==> src/rtl/sidechannel_mon_pkg.sv <==
// Purpose : shared types, default sizes and popcount helper for activity monitors.
// Latency : n/a (package).
// Backpressure: n/a (package).
package sidechannel_mon_pkg;

    typedef enum logic [1:0] {
        IDLE  = 2'd0,
        COUNT = 2'd1,
        EVAL  = 2'd2
    } mon_state_e;

    localparam int MON_WIDTH      = 8;
    localparam int MON_WIN_CYCLES = 64;
    localparam int MON_CNT_W      = 16;

    // Widest vector the popcount helper accepts; callers zero-extend.
    localparam int POP_MAX_W      = 256;

    function automatic int unsigned popcount(input logic [POP_MAX_W-1:0] v);
        int unsigned cnt;
        cnt = 0;
        for (int i = 0; i < POP_MAX_W; i++) begin
            if (v[i]) cnt++;
        end
        return cnt;
    endfunction

endpackage

==> src/rtl/toggle_popcount.sv <==
// Purpose : number of bits that differ between the current and previous sample.
// Latency : combinational, zero cycles.
// Backpressure: none; pure function of its inputs.
//
// Ports:
//   i_cur  [WIDTH]               current sample
//   i_prev [WIDTH]               previous sample
//   o_cnt  [$clog2(WIDTH+1)]     popcount(i_cur ^ i_prev)
module toggle_popcount
    import sidechannel_mon_pkg::*;
#(
    parameter int WIDTH = MON_WIDTH
) (
    input  logic [WIDTH-1:0]           i_cur,
    input  logic [WIDTH-1:0]           i_prev,
    output logic [$clog2(WIDTH+1)-1:0] o_cnt
);

    localparam int POP_W = $clog2(WIDTH + 1);

    logic [POP_MAX_W-1:0] w_diff_ext;

    assign w_diff_ext = POP_MAX_W'(i_cur ^ i_prev);
    assign o_cnt      = POP_W'(popcount(w_diff_ext));

endmodule

==> src/rtl/sidechannel_activity_monitor.sv <==
// Purpose : counts toggles on mon_i over a WIN_CYCLES window and flags counts above threshold.
// Latency : count_valid_o / alarm_o appear WIN_CYCLES+2 cycles after window_start_i.
// Backpressure: none; starts while busy are dropped, enable_i low aborts the window.
//
// Ports:
//   clk, rst_n (async, active-low)
//   enable_i, window_start_i, mon_i[WIDTH], threshold_i[CNT_W], clear_i
//   busy_o, toggle_count_o[CNT_W], count_valid_o, alarm_o, alarm_sticky_o
module sidechannel_activity_monitor
    import sidechannel_mon_pkg::*;
#(
    parameter int WIDTH      = MON_WIDTH,
    parameter int WIN_CYCLES = MON_WIN_CYCLES,
    parameter int CNT_W      = MON_CNT_W
) (
    input  logic             clk,
    input  logic             rst_n,
    input  logic             enable_i,
    input  logic             window_start_i,
    input  logic [WIDTH-1:0] mon_i,
    input  logic [CNT_W-1:0] threshold_i,
    input  logic             clear_i,
    output logic             busy_o,
    output logic [CNT_W-1:0] toggle_count_o,
    output logic             count_valid_o,
    output logic             alarm_o,
    output logic             alarm_sticky_o
);

    localparam int POP_W = $clog2(WIDTH + 1);
    localparam int CYC_W = $clog2(WIN_CYCLES);

    mon_state_e       r_state;
    mon_state_e       w_next_state;

    logic [WIDTH-1:0] r_prev;
    logic [CNT_W-1:0] r_thr;
    logic [CNT_W-1:0] r_acc;
    logic [CYC_W-1:0] r_cyc;
    logic [CNT_W-1:0] r_count;
    logic             r_count_valid;
    logic             r_alarm;
    logic             r_sticky;

    logic [POP_W-1:0] w_pop;
    logic [CNT_W:0]   w_sum;
    logic [CNT_W-1:0] w_acc_next;
    logic             w_start;
    logic             w_counting;
    logic             w_eval_fire;
    logic             w_alarm_set;
    logic             w_busy;

    toggle_popcount #(
        .WIDTH (WIDTH)
    ) u_pop (
        .i_cur  (mon_i),
        .i_prev (r_prev),
        .o_cnt  (w_pop)
    );

    // Extra carry bit detects overflow; clamp instead of wrapping.
    assign w_sum      = {1'b0, r_acc} + (CNT_W + 1)'(w_pop);
    assign w_acc_next = w_sum[CNT_W] ? '1 : w_sum[CNT_W-1:0];

    // State register
    always_ff @(posedge clk or negedge rst_n) begin
        if (!rst_n) r_state <= IDLE;
        else        r_state <= w_next_state;
    end

    // Next-state logic
    always_comb begin
        w_next_state = r_state;
        case (r_state)
            IDLE:    if (enable_i && window_start_i) w_next_state = COUNT;
            COUNT:   if (!enable_i)                  w_next_state = IDLE;
                     else if (r_cyc == '0)           w_next_state = EVAL;
            EVAL:                                    w_next_state = IDLE;
            default:                                 w_next_state = IDLE;
        endcase
    end

    // Output / control decode
    always_comb begin
        w_start     = (r_state == IDLE) && enable_i && window_start_i;
        w_counting  = (r_state == COUNT);
        w_busy      = (r_state == COUNT) || (r_state == EVAL);
        // Dropping enable during EVAL also suppresses the result.
        w_eval_fire = (r_state == EVAL) && enable_i;
        w_alarm_set = w_eval_fire && (r_acc > r_thr);
    end

    always_ff @(posedge clk or negedge rst_n) begin
        if (!rst_n) begin
            r_prev        <= '0;
            r_thr         <= '0;
            r_acc         <= '0;
            r_cyc         <= '0;
            r_count       <= '0;
            r_count_valid <= 1'b0;
            r_alarm       <= 1'b0;
            r_sticky      <= 1'b0;
        end else begin
            // Sampled every cycle so the first COUNT cycle sees the start-cycle value.
            r_prev <= mon_i;

            if (w_start) begin
                r_thr <= threshold_i;
                r_acc <= '0;
                r_cyc <= CYC_W'(WIN_CYCLES - 1);
            end else if (w_counting) begin
                r_acc <= w_acc_next;
                r_cyc <= r_cyc - 1'b1;
            end

            if (w_eval_fire) r_count <= r_acc;
            r_count_valid <= w_eval_fire;
            r_alarm       <= w_alarm_set;

            // Sticky rises with the alarm pulse; holding r_alarm in the set term
            // lets an alarm win over a clear issued in the pulse cycle.
            r_sticky <= (r_sticky & ~clear_i) | w_alarm_set | r_alarm;
        end
    end

    assign busy_o         = w_busy;
    assign toggle_count_o = r_count;
    assign count_valid_o  = r_count_valid;
    assign alarm_o        = r_alarm;
    assign alarm_sticky_o = r_sticky;

endmodule

==> config.mk <==
export PLATFORM = sky130hd
export DESIGN_NAME = sidechannel_activity_monitor
export DESIGN_NICKNAME = d
export VERILOG_FILES = /design/src/rtl/sidechannel_mon_pkg.sv /design/src/rtl/toggle_popcount.sv /design/src/rtl/sidechannel_activity_monitor.sv
export SDC_FILE = /design/constraint.sdc
export NUM_CORES = 1
export LEC_CHECK = 0
export BUFFER_PORTS_ARGS = -buffer_cell sky130_fd_sc_hd__buf_2
export CAP_MARGIN = 10
export CORE_MARGIN = 5
export CORE_UTILIZATION = 53
export CTS_CLUSTER_DIAMETER = 80
export DETAILED_ROUTE_END_ITERATION = 6
export PLACE_DENSITY = 0.79
export SLEW_MARGIN = 10
export SYNTH_ARGS = -nofsm -noshare
export SYNTH_HDL_FRONTEND = slang
export SYNTH_SLANG_ARGS = --single-unit
==> constraint.sdc <==
create_clock -name clk -period 5.7 [get_ports clk]
set_clock_uncertainty 0.15 [all_clocks]
set_input_delay 0.855 -clock clk [delete_from_list [all_inputs] [get_ports clk]]
set_output_delay 0.855 -clock clk [all_outputs]
set_load 0.02 [all_outputs]
==> results of run 1 <==
## area by class of cell
class                           instances  share of cell area
Inverter                               32             0.02461
Sequential cell                        67              0.3298
Multi-Input combinational cell        290              0.4598
Timing Repair Buffer                   93              0.1191
Clock buffer                           12             0.03052
Clock inverter                          2             0.01181
Tap cell                               99             0.02437
## cell families after synthesis
kind of cell / after synthesis / share of synthesized area
muxes: 16 / 0.04570
AOI/OAI and AO/OA: 88 / 0.1390
adders and majority gates: 33 / 0.1071
xor gates and xnor gates: 34 / 0.09236
and+or+nand+nor: 119 / 0.1445
buffers and inverters: 43 / 0.04314
DFF: 67 / 0.4283
## critical path: cells and delay by family
kind | cells | cell delay (ns)
XOR/XNOR | 6 | 0.98
AO/OA/AOI/OAI | 4 | 0.39
adder cells (fa/ha/maj) | 5 | 1.26
AND/OR/NAND/NOR | 10 | 1.84
buffers and inverters | 2 | 0.24
multiplexers | 1 | 0.33
## timing repair
item | 4_1_cts | 5_1_grt
pin swaps | 28 | 19
hold endpoints to repair | 0 | 0
setup buffers | 18 | 6
endpoints found under the setup margin | 12 | 16
hold buffers | 0 | 0
resized for setup | 24 | 28
## state kept, by name (all words and copies together), names as in the netlist
name,cells
r_thr,16
r_cyc,6
alarm_sticky_o,1
r_prev,8
count_valid_o,1
alarm_o,1
r_acc,16
toggle_count_o,16
r_state,2
## cells in the final DEF (no fill, tap or decap), types with 5 or more instances in the layout
master,synthesis,routed
clkbuf_8,0,11
a21o_1,5,5
o21a_1,5,5
o21ai_0,31,26
nor3_1,12,10
a31oi_1,9,7
a21oi_1,17,13
buf_4,0,42
inv_1,32,30
xor2_1,10,9
dfrtp_1,67,67
buf_2,0,46
ha_1,31,26
o21ai_2,2,6
nand3_1,9,7
nand2_1,50,48
nor2_1,16,11
mux2_2,15,14
xnor2_1,20,17
## metal layers
metal | up-vias | global-route usage | part of all wire
met5 | - | 0 | 0
met4 | 0 | 0.08531 | 0.013
met3 | 12 | 0.04769 | 0.047
met2 | 105 | 0.4076 | 0.56
met1 | 1607 | 0.2373 | 0.38
li1 | 1578 | - | -
## power breakdown
part	switching (mW)	internal, mW
combinational	0.543	0.533
sequential	0.0615	0.560
clock	0.173	0.266
total	0.778	1.36
## per-stage QoR
stage / power, mW / worst slack [ns] / hold slack [ns] / instances
finish: 2.136 / -0.1606 / 0.3245 / 595
global route: 2.292 / -0.4010 / 0.3693 / 595
CTS: 2.044 / -0.07947 / 0.3263 / 589
detailed placement: 1.459 / -0.5089 / 0.3132 / 557
global placement: 1.394 / -0.2420 / 0.2980 / 557
floorplan: 1.209 / -0.1005 / 0.3023 / 400
## how the worst max path moves through the flow
stage | end | cells after the start | slack, ns | start
floorplan | r_acc[15] | 26 | -0.10 | mon_i[1]
global placement | r_acc[15] | 27 | -0.24 | mon_i[0]
detailed placement | r_acc[13] | 30 | -0.51 | mon_i[0]
CTS | r_acc[13] | 28 | -0.08 | mon_i[1]
global route | r_acc[13] | 31 | -0.40 | mon_i[1]
finish | r_acc[12] | 28 | -0.16 | mon_i[1]
==> summary.txt, run 1 <==
Outcome
  – Result of the run: finished with violations
  – Failing checks: negative setup slack

Route
  – Routed Antenna Nets: 0
  – First-pass DRT Iterations: 4
  – # DRC: 0
  – Vias post-DR: 3302
  – Mean number of vias per cell: 5.550
  – Starting DRT DRC Count: 181
  – Routed wire length: 9689 um
  – Avg WL per Cell: 16.28 um

Worst setup path
  – Setup CP Type: input port to flop
  – FF-to-FF End: r_acc[12]
  – Critical-path top delay cell: or3_4
  – Max incr delay on CP: 0.42 ns
  – Crit path launch type: input port
  – FF-to-FF path depth: 27
  – Most common cell on crit path: ha_4
  – FF-to-FF Start: r_prev[1]
  – CP Capture Type: flop
  – Worst EP arrival: 5.92 ns
  – Critical path fanouts, max: 4
  – Register-to-Register Setup Slack: -0.01 ns
  – Worst endpoint required time: 5.76 ns

Layout
  – Multi-input gate area: 0.002337 sq mm
  – Sequential cell area: 0.001677 sq mm
  – Nets: 554
  – P&R area growth vs syn: 29.85%
  – Ratio of cells with drive above 1 in the final layout: 0.3488
  – Finished Core Util: 0.7046
  – Post-Layout Inst Area: 0.005084 sq mm
  – N_diodes: 0
  – Layout fillers: 539

CTS
  – H-Tree Depth: 3
  – CTS tree: done
  – Max clock buf depth: 2
  – Clk Latency, worst-skew pair: 0.34 ns
  – Sink Count: 67
  – CTS clk-pin slew, worst paths: 0.07 ns
  – CTS buffer count: 9
  – Root Buffer: clkbuf_8

Synth
  – Cell Area, Synth: 0.003915 sq mm
  – Cells after Synth: 400
  – Share of the synthesized area in the top cell type: 0.4283
  – Cell taking the most area after synthesis: dfrtp_1
  – Yosys Warn Count: 0
  – Post-synthesis cell type count: 52
  – EDFF count, synth: 0
  – Largest cells by area after synthesis: dfrtp_1 (43%), ha_1 (9.9%), nand2_1 (4.8%)
  – Top-count cell post-synth: dfrtp_1
  – Post-synth net total: 461
  – Yosys reg bits: 67
  – Top_reg_cell synth: dfrtp_1
  – Synth cell count leaders: dfrtp_1 (67), nand2_1 (50), inv_1 (32)
  – Post-synthesis sequential area ratio: 0.4283
  – Asr flop ratio synth: 1.000
  – Avg Inst Size Synth: 9.788 sq um

STA
  – Unrepaired setup endpoints after global routing: yes
  – Slew margin rel.: 0.3957
  – Crit path time final: 5.861 ns
  – Setup WS post-layout: -0.1606 ns
  – Hold Fails Final Rpt: 0
  – Setup TNS Final: -1.581 ns
  – # setup viols final: 16
  – Highest Clock Rate: 170.6 MHz
  – Final Max Tran Viols: 0
  – Period utilization: 1.028
  – Worst slew pin tran: 0.9065 ns

Floorplan
  – Initial Util: 0.5427
  – Die width: 95.95 um
  – Io pins: 49
  – Die height: 95.95 um
  – Die area: 0.009205 sq mm
  – Core Area: 0.007214 sq mm
  – Core Rows: 31

Place
  – Placed Area: 0.004461 sq mm
  – Port Buffers: 48
  – Gpl congestion: 0.8829
  – HPWL Detailed: 6305 um

Global routing
  – Vias in the first global route: 3377
  – GRT Residual Overflow: 0
  – Largest net degree at the start of global routing: 68
  – Global-route wire length before repair: 15440 um
  – Initial antenna violation count: 0
  – Tot GR Track Use: 0.2179

Worst hold path
  – Hold_sp: alarm_o
  – HP Class: flop to flop
  – Worst Hold End: alarm_sticky_o
  – Hold path depth: 1

Pwr
  – Pleak: 2.471 nW
  – Pwr Density: 420.3 mW/mm^2
  – Largest vdd supply drop: 264.0 uV

Run
  – Max_cap viols: 0
(Power assumes the default switching activity.)
==> inputs of run 2 (changes only) <==
--- a/config.mk
+++ b/config.mk
@@ -5,6 +5,7 @@
 export SDC_FILE = /design/constraint.sdc
 export NUM_CORES = 1
 export LEC_CHECK = 0
+export ABC_AREA = 1
 export BUFFER_PORTS_ARGS = -buffer_cell sky130_fd_sc_hd__buf_2
 export CAP_MARGIN = 10
 export CORE_MARGIN = 5
==> run 2 against run 1 <==
Against the previous run: the run now ends clean; clock-buffer cell count shrank 3; largest cell class unchanged; global-route usage shrank 1.4 points; largest power group unchanged; critical path type unchanged; register-to-register slack gained 0.46 ns; critical endpoint unchanged; highest routed layer unchanged.
==> summary.txt, run 2 <==
Synth
  – Cell Area, Synth: 0.004124 sq mm
  – Top-count cell post-synth: nand2_1
  – Cell taking the most area after synthesis: dfrtp_1
  – Post-synthesis cell type count: 40
  – Synth cell count leaders: nand2_1 (120), inv_1 (71), dfrtp_1 (67)
  – Post-synthesis sequential area ratio: 0.4066
  – Yosys reg bits: 67
  – Top_reg_cell synth: dfrtp_1
  – Avg Inst Size Synth: 7.840 sq um
  – Cells after Synth: 526
  – EDFF count, synth: 0
  – Asr flop ratio synth: 1.000
  – Largest cells by area after synthesis: dfrtp_1 (41%), nand2_1 (11%), ha_1 (9.4%)
  – Share of the synthesized area in the top cell type: 0.4066
  – Post-synth net total: 587
  – Yosys Warn Count: 0

STA
  – # setup viols final: 0
  – Fin Hold WS: 0.3227 ns
  – Highest Clock Rate: 182.8 MHz
  – Final Max Tran Viols: 0
  – Worst slew pin tran: 0.9130 ns
  – Period utilization: 0.9598
  – Setup TNS Final: 0 ns
  – Slew margin rel.: 0.3899
  – Setup WS post-layout: 0.2294 ns
  – Crit path time final: 5.471 ns
  – Hold Fails Final Rpt: 0

Route
  – Mean number of vias per cell: 5.306
  – Vias post-DR: 3677
  – First-pass DRT Iterations: 4
  – # DRC: 0
  – Routed Antenna Nets: 0
  – Routed wire length: 9555 um
  – Starting DRT DRC Count: 187
  – Avg WL per Cell: 13.79 um

CTS
  – H-Tree Depth: 3
  – Max clock buf depth: 2
  – Sink Count: 67
  – CTS clk-pin slew, worst paths: 0.08 ns
  – CTS buffer count: 9
  – Clk Latency, worst-skew pair: 0.36 ns
  – CTS tree: done
  – Root Buffer: clkbuf_8
  – CTS Hold Bufs: 0

Worst setup path
  – Most common cell on crit path: nand2_1
  – Critical-path top delay cell: ha_1
  – Worst EP arrival: 5.55 ns
  – CP Capture Type: flop
  – Max incr delay on CP: 0.35 ns
  – Crit path launch type: input port
  – Worst endpoint required time: 5.78 ns
  – Setup CP Type: input port to flop
  – Critical path fanouts, max: 5

Layout
  – P&R area growth vs syn: 17.99%
  – Most frequent cells in the layout: nand2_1 (116), inv_1 (71), dfrtp_1 (67), buf_2 (48), nand3_1 (36)
  – Ratio of cells with drive above 1 in the final layout: 0.2115
  – Layout fillers: 639
  – Multi-input gate area: 0.002195 sq mm
  – Fin cells: 693
  – Finished Core Util: 0.6363
  – N_diodes: 0
  – Sequential cell area: 0.001677 sq mm
  – Nets: 647
  – Most common cell after layout, fill and taps aside: nand2_1

Floorplan
  – Die width: 98.21 um
  – Core Area: 0.007647 sq mm
  – Die height: 98.21 um
  – Initial Util: 0.5393
  – Io pins: 49
  – Core Rows: 32
  – Die area: 0.009645 sq mm

Pwr
  – Pleak: 2.619 nW
  – Largest vdd supply drop: 173.5 uV
  – Pwr Density: 394.8 mW/mm^2

Global routing
  – Global-route wire length before repair: 16120 um
  – GRT Residual Overflow: 0
  – Initial antenna violation count: 0
  – Tot GR Track Use: 0.2043
  – Largest net degree at the start of global routing: 68
  – Vias in the first global route: 3744

Worst hold path
  – HP Class: flop to flop

Place
  – Dpl cells: 672
  – Gpl congestion: 0.8577
  – Port Buffers: 48
  – Post-place setup slack: -0.1934 ns
  – HPWL Detailed: 6785 um

Run
  – Max_cap viols: 0

Outcome
  – Result of the run: finished clean
[run 2: cell types whose count changed after synthesis, sizes merged, moves of 8 or more]
| cell | delta |
|---|---|
| nand3 | +38 |
| mux2 | -13 |
| nand2 | +79 |
| xnor2 | -15 |
| a21oi | +17 |
| inv | +43 |
| a31oi | -8 |
| o21ai | +10 |
| nor2 | +23 |
| nor3 | -8 |
[run 2: logic make-up after synthesis]
logic type / Yosys count / share of synthesized area
AOI/OAI and AO/OA: 89 / 0.1147
buffers and inverters: 87 / 0.07979
and+or+nand+nor: 239 / 0.2715
adders and majority gates: 32 / 0.09891
muxes: 2 / 0.005461
xor gates and xnor gates: 10 / 0.02306
DFF: 67 / 0.4066
[run 2: critical path, delay by kind of cell]
| kind | cells | cell delay [ns] |
|---|---|---|
| xor gates and xnor gates | 3 | 0.31 |
| and+or+nand+nor | 18 | 2.17 |
| AOI/OAI and AO/OA | 4 | 0.44 |
| buffers and inverters | 6 | 0.47 |
| adders and majority gates | 5 | 1.32 |
[run 2: worst paths after layout]
path	startpoint	endpoint	slack [ns]	cells after the start
hold / removal	alarm_o	alarm_sticky_o	0.32	2
max in group asynchronous	rst_n	toggle_count_o[0]	4.31	2
min in group asynchronous	rst_n	r_thr[12]	0.54	2
setup / recovery	mon_i[0]	r_acc[12]	0.23	36
hold reg to reg	alarm_o	alarm_sticky_o	0.32	2
setup reg to reg	r_prev[0]	r_acc[12]	0.45	35
[run 2: cell type report]
class,count,share of cell area
Multi-Input combinational cell,372,0.4510
Clock buffer,9,0.02546
Timing Repair inverter,1,0.001286
Sequential cell,67,0.3446
Clock inverter,7,0.02546
Timing Repair Buffer,57,0.06403
Tap cell,102,0.02623
Inverter,78,0.06197
[run 2: per-layer routing]
| layer | vias to the layer above | wire length, um | track usage |
|---|---|---|---|
| met5 | - | 0 | 0 |
| met4 | 0 | 322 | 0.1061 |
| met3 | 27 | 345 | 0.04000 |
| met2 | 82 | 5031 | 0.3759 |
| met1 | 1738 | 3856 | 0.2204 |
| li1 | 1830 | - | - |
[run 2: stage by stage]
stage | total power, mW | cell area (sq um)
3_3_place_gp | 1.362 | 4496
2_1_floorplan | 1.205 | 4124
6_report | 1.921 | 4866
4_1_cts | 1.899 | 4743
5_1_grt | 2.082 | 4866
3_5_place_dp | 1.400 | 4496
[run 2: report_power, final]
group          switching [mW]  total, mW  internal, mW
combinational           0.493      0.779         0.286
clock                   0.203      0.496         0.293
sequential             0.0580      0.646         0.588
total                   0.754       1.92          1.17
[run 2: timing repair]
item / 4_1_cts / 5_1_grt
setup endpoints to repair: 0 / 16
gates resized for setup: 0 / 21
endpoints found under the hold margin: 0 / 0
setup buffers: 0 / 4
==> inputs of run 3 (changes only) <==
==> constraint.sdc (replaced) <==
create_clock -name clk -period 5.7 [get_ports clk]
set_clock_uncertainty 0.15 [all_clocks]
set_input_delay 0.57 -clock clk [delete_from_list [all_inputs] [get_ports clk]]
set_output_delay 0.57 -clock clk [all_outputs]
set_load 0.02 [all_outputs]
==> run 3 against run 2 <==
Against the previous run: core utilization shrank 0.56 points; register-to-register slack lost 0.09 ns; via count shrank 0.22%; non-clock buffer count shrank 4; final cell count shrank 0.58%; cell area shrank 0.87%; routed wire length shrank 3.2%; global-route usage shrank 0.65 points; largest power group unchanged.
==> summary.txt, run 3 (same netlist as run 2, synthesis figures left out) <==
Pwr
  – Gate power share: 0.388
  – Internal power: 1.203 mW
  – Sequential fraction of design power: 0.332
  – Pwr Density: 403.3 mW/mm^2
  – Pleak: 2.601 nW
  – Net switching power: 0.7419 mW
  – Clock share of power: 0.280
  – Switch share: 0.3814
  – Largest vdd supply drop: 206.1 uV

CTS
  – Root Buffer: clkbuf_8
  – CTS clk-pin slew, worst paths: 0.08 ns
  – Max clock buf depth: 2
  – H-Tree Depth: 3
  – Clk Latency, worst-skew pair: 0.36 ns
  – CTS tree: done
  – Sink Count: 67
  – CTS buffer count: 9

Global routing
  – Vias in the first global route: 3615
  – GRT Residual Overflow: 0
  – Global-route wire length before repair: 15700 um
  – Tot GR Track Use: 0.1977
  – Initial antenna violation count: 0
  – Largest net degree at the start of global routing: 68

STA
  – Hold Fails Final Rpt: 0
  – Slew margin rel.: 0.4011
  – Period utilization: 0.9361
  – Highest Clock Rate: 187.4 MHz
  – Worst slew pin tran: 0.8962 ns
  – Final Max Tran Viols: 0
  – # setup viols final: 0
  – Crit path time final: 5.336 ns

Floorplan
  – Core Rows: 32
  – Die area: 0.009645 sq mm
  – Die height: 98.21 um
  – Initial Util: 0.5393
  – Io pins: 49
  – Core Area: 0.007647 sq mm
  – Die width: 98.21 um

Place
  – HPWL Detailed: 6550 um
  – Placed Area: 0.004473 sq mm
  – Gpl congestion: 0.8582
  – Port Buffers: 48

Worst setup path
  – Worst endpoint required time: 5.82 ns
  – FF-to-FF End: r_acc[2]
  – Critical path fanouts, max: 8
  – FF-to-FF path depth: 33
  – Register-to-Register Setup Slack: 0.36 ns
  – Worst EP arrival: 5.45 ns
  – Crit path launch type: flop
  – Setup CP Type: flop to flop
  – Critical-path top delay cell: dfrtp_1
  – Most common cell on crit path: nand2_1
  – CP Capture Type: flop
  – FF-to-FF Start: r_prev[0]
  – Max incr delay on CP: 0.41 ns

Worst hold path
  – Hold_sp: mon_i[4]
  – Worst Hold End: r_prev[4]
  – HP Class: input port to flop
  – Hold path depth: 1

Outcome
  – Result of the run: finished clean

Route
  – Mean number of vias per cell: 5.325
  – Routed Antenna Nets: 0
  – # DRC: 0
  – Starting DRT DRC Count: 160
  – Vias post-DR: 3669
  – Avg WL per Cell: 13.42 um
  – First-pass DRT Iterations: 4
  – Routed wire length: 9245 um

Layout
  – Most frequent cells in the layout: nand2_1 (116), inv_1 (71), dfrtp_1 (67), buf_2 (48), nand3_1 (38)
  – Finished Core Util: 0.6307
  – Ratio of cells with drive above 1 in the final layout: 0.1976
  – N_diodes: 0
  – Most common cell after layout, fill and taps aside: nand2_1
  – P&R area growth vs syn: 16.96%
  – Post-Layout Inst Area: 0.004823 sq mm
  – Nets: 643
  – Layout fillers: 653

Run
  – Max_cap viols: 0
[run 3: cell types whose count changed in the layout (fill, tap and decap cells not counted), sizes merged]
cell,change
buf,-4
bufinv,+1
clkinvlp,-1
[run 3: critical path, delay by kind of cell, from the launching register on]
family	cells	cell delay [ns]
AND/OR/NAND/NOR	18	2.31
adder cells (fa/ha/maj)	5	1.52
AO/OA/AOI/OAI	5	0.46
flip-flops	1	0.41
buffers and inverters	4	0.32
XOR/XNOR	1	0.08
[run 3: routing by layer]
metal  wire [um]  track usage  vias to the layer above
met1        3784       0.2287                     1729
met2        4732       0.3497                       90
met3         443      0.03929                       27
met5           0            0                        -
met4         285      0.09454                        0
li1            -            -                     1823
[run 3: how the worst max path moves through the flow]
| stage | endpoint | from | slack, ns |
|---|---|---|---|
| after global routing | r_acc[3] | r_prev[0] | -0.04 |
| after CTS | r_acc[15] | r_prev[0] | 0.33 |
| after floorplan | r_acc[15] | mon_i[0] | 0.68 |
| final | r_acc[2] | r_prev[0] | 0.36 |
| after detailed placement | r_acc[15] | mon_i[1] | 0.06 |
| after global placement | r_acc[15] | mon_i[0] | 0.30 |
[run 3: final cells by class]
cell class | count | area, sq um | share of cell area
Tap cell | 102 | 127.6 | 0.02646
Sequential cell | 67 | 1677 | 0.3476
Multi-Input combinational cell | 372 | 2167 | 0.4493
Timing Repair Buffer | 53 | 277.8 | 0.05759
Timing Repair inverter | 1 | 5.005 | 0.001038
Clock buffer | 9 | 123.9 | 0.02568
Inverter | 78 | 299.0 | 0.06200
Clock inverter | 7 | 146.4 | 0.03035
[run 3: power by group through the flow]
| stage | registers (mW) | clock network [mW] | logic [mW] |
|---|---|---|---|
| floorplan | 0.664 | 0 | 0.541 |
| CTS | 0.645 | 0.552 | 0.749 |
| global route | 0.660 | 0.577 | 0.861 |
| finish | 0.646 | 0.545 | 0.754 |
| global placement | 0.649 | 0 | 0.710 |
| detailed placement | 0.654 | 0 | 0.741 |
[run 3: repair_timing]
action                     4_1_cts  5_1_grt
gates resized for setup          0       13
hold buffers                     0        0
buffers inserted                 0        3
setup endpoints to repair        0       16
[run 3: stage by stage]
step	TNS [ns]	setup slack [ns]	std cells	hold slack [ns]	power (mW)
after floorplan	0	0.6807	526	0.1244	1.205
after global placement	0	0.3005	669	0.3075	1.359
after detailed placement	0	0.05965	669	0.3077	1.395
after CTS	0	0.3322	685	0.1767	1.947
after global routing	-0.2431	-0.03884	689	0.1790	2.098
final	0	0.3640	689	0.1802	1.945
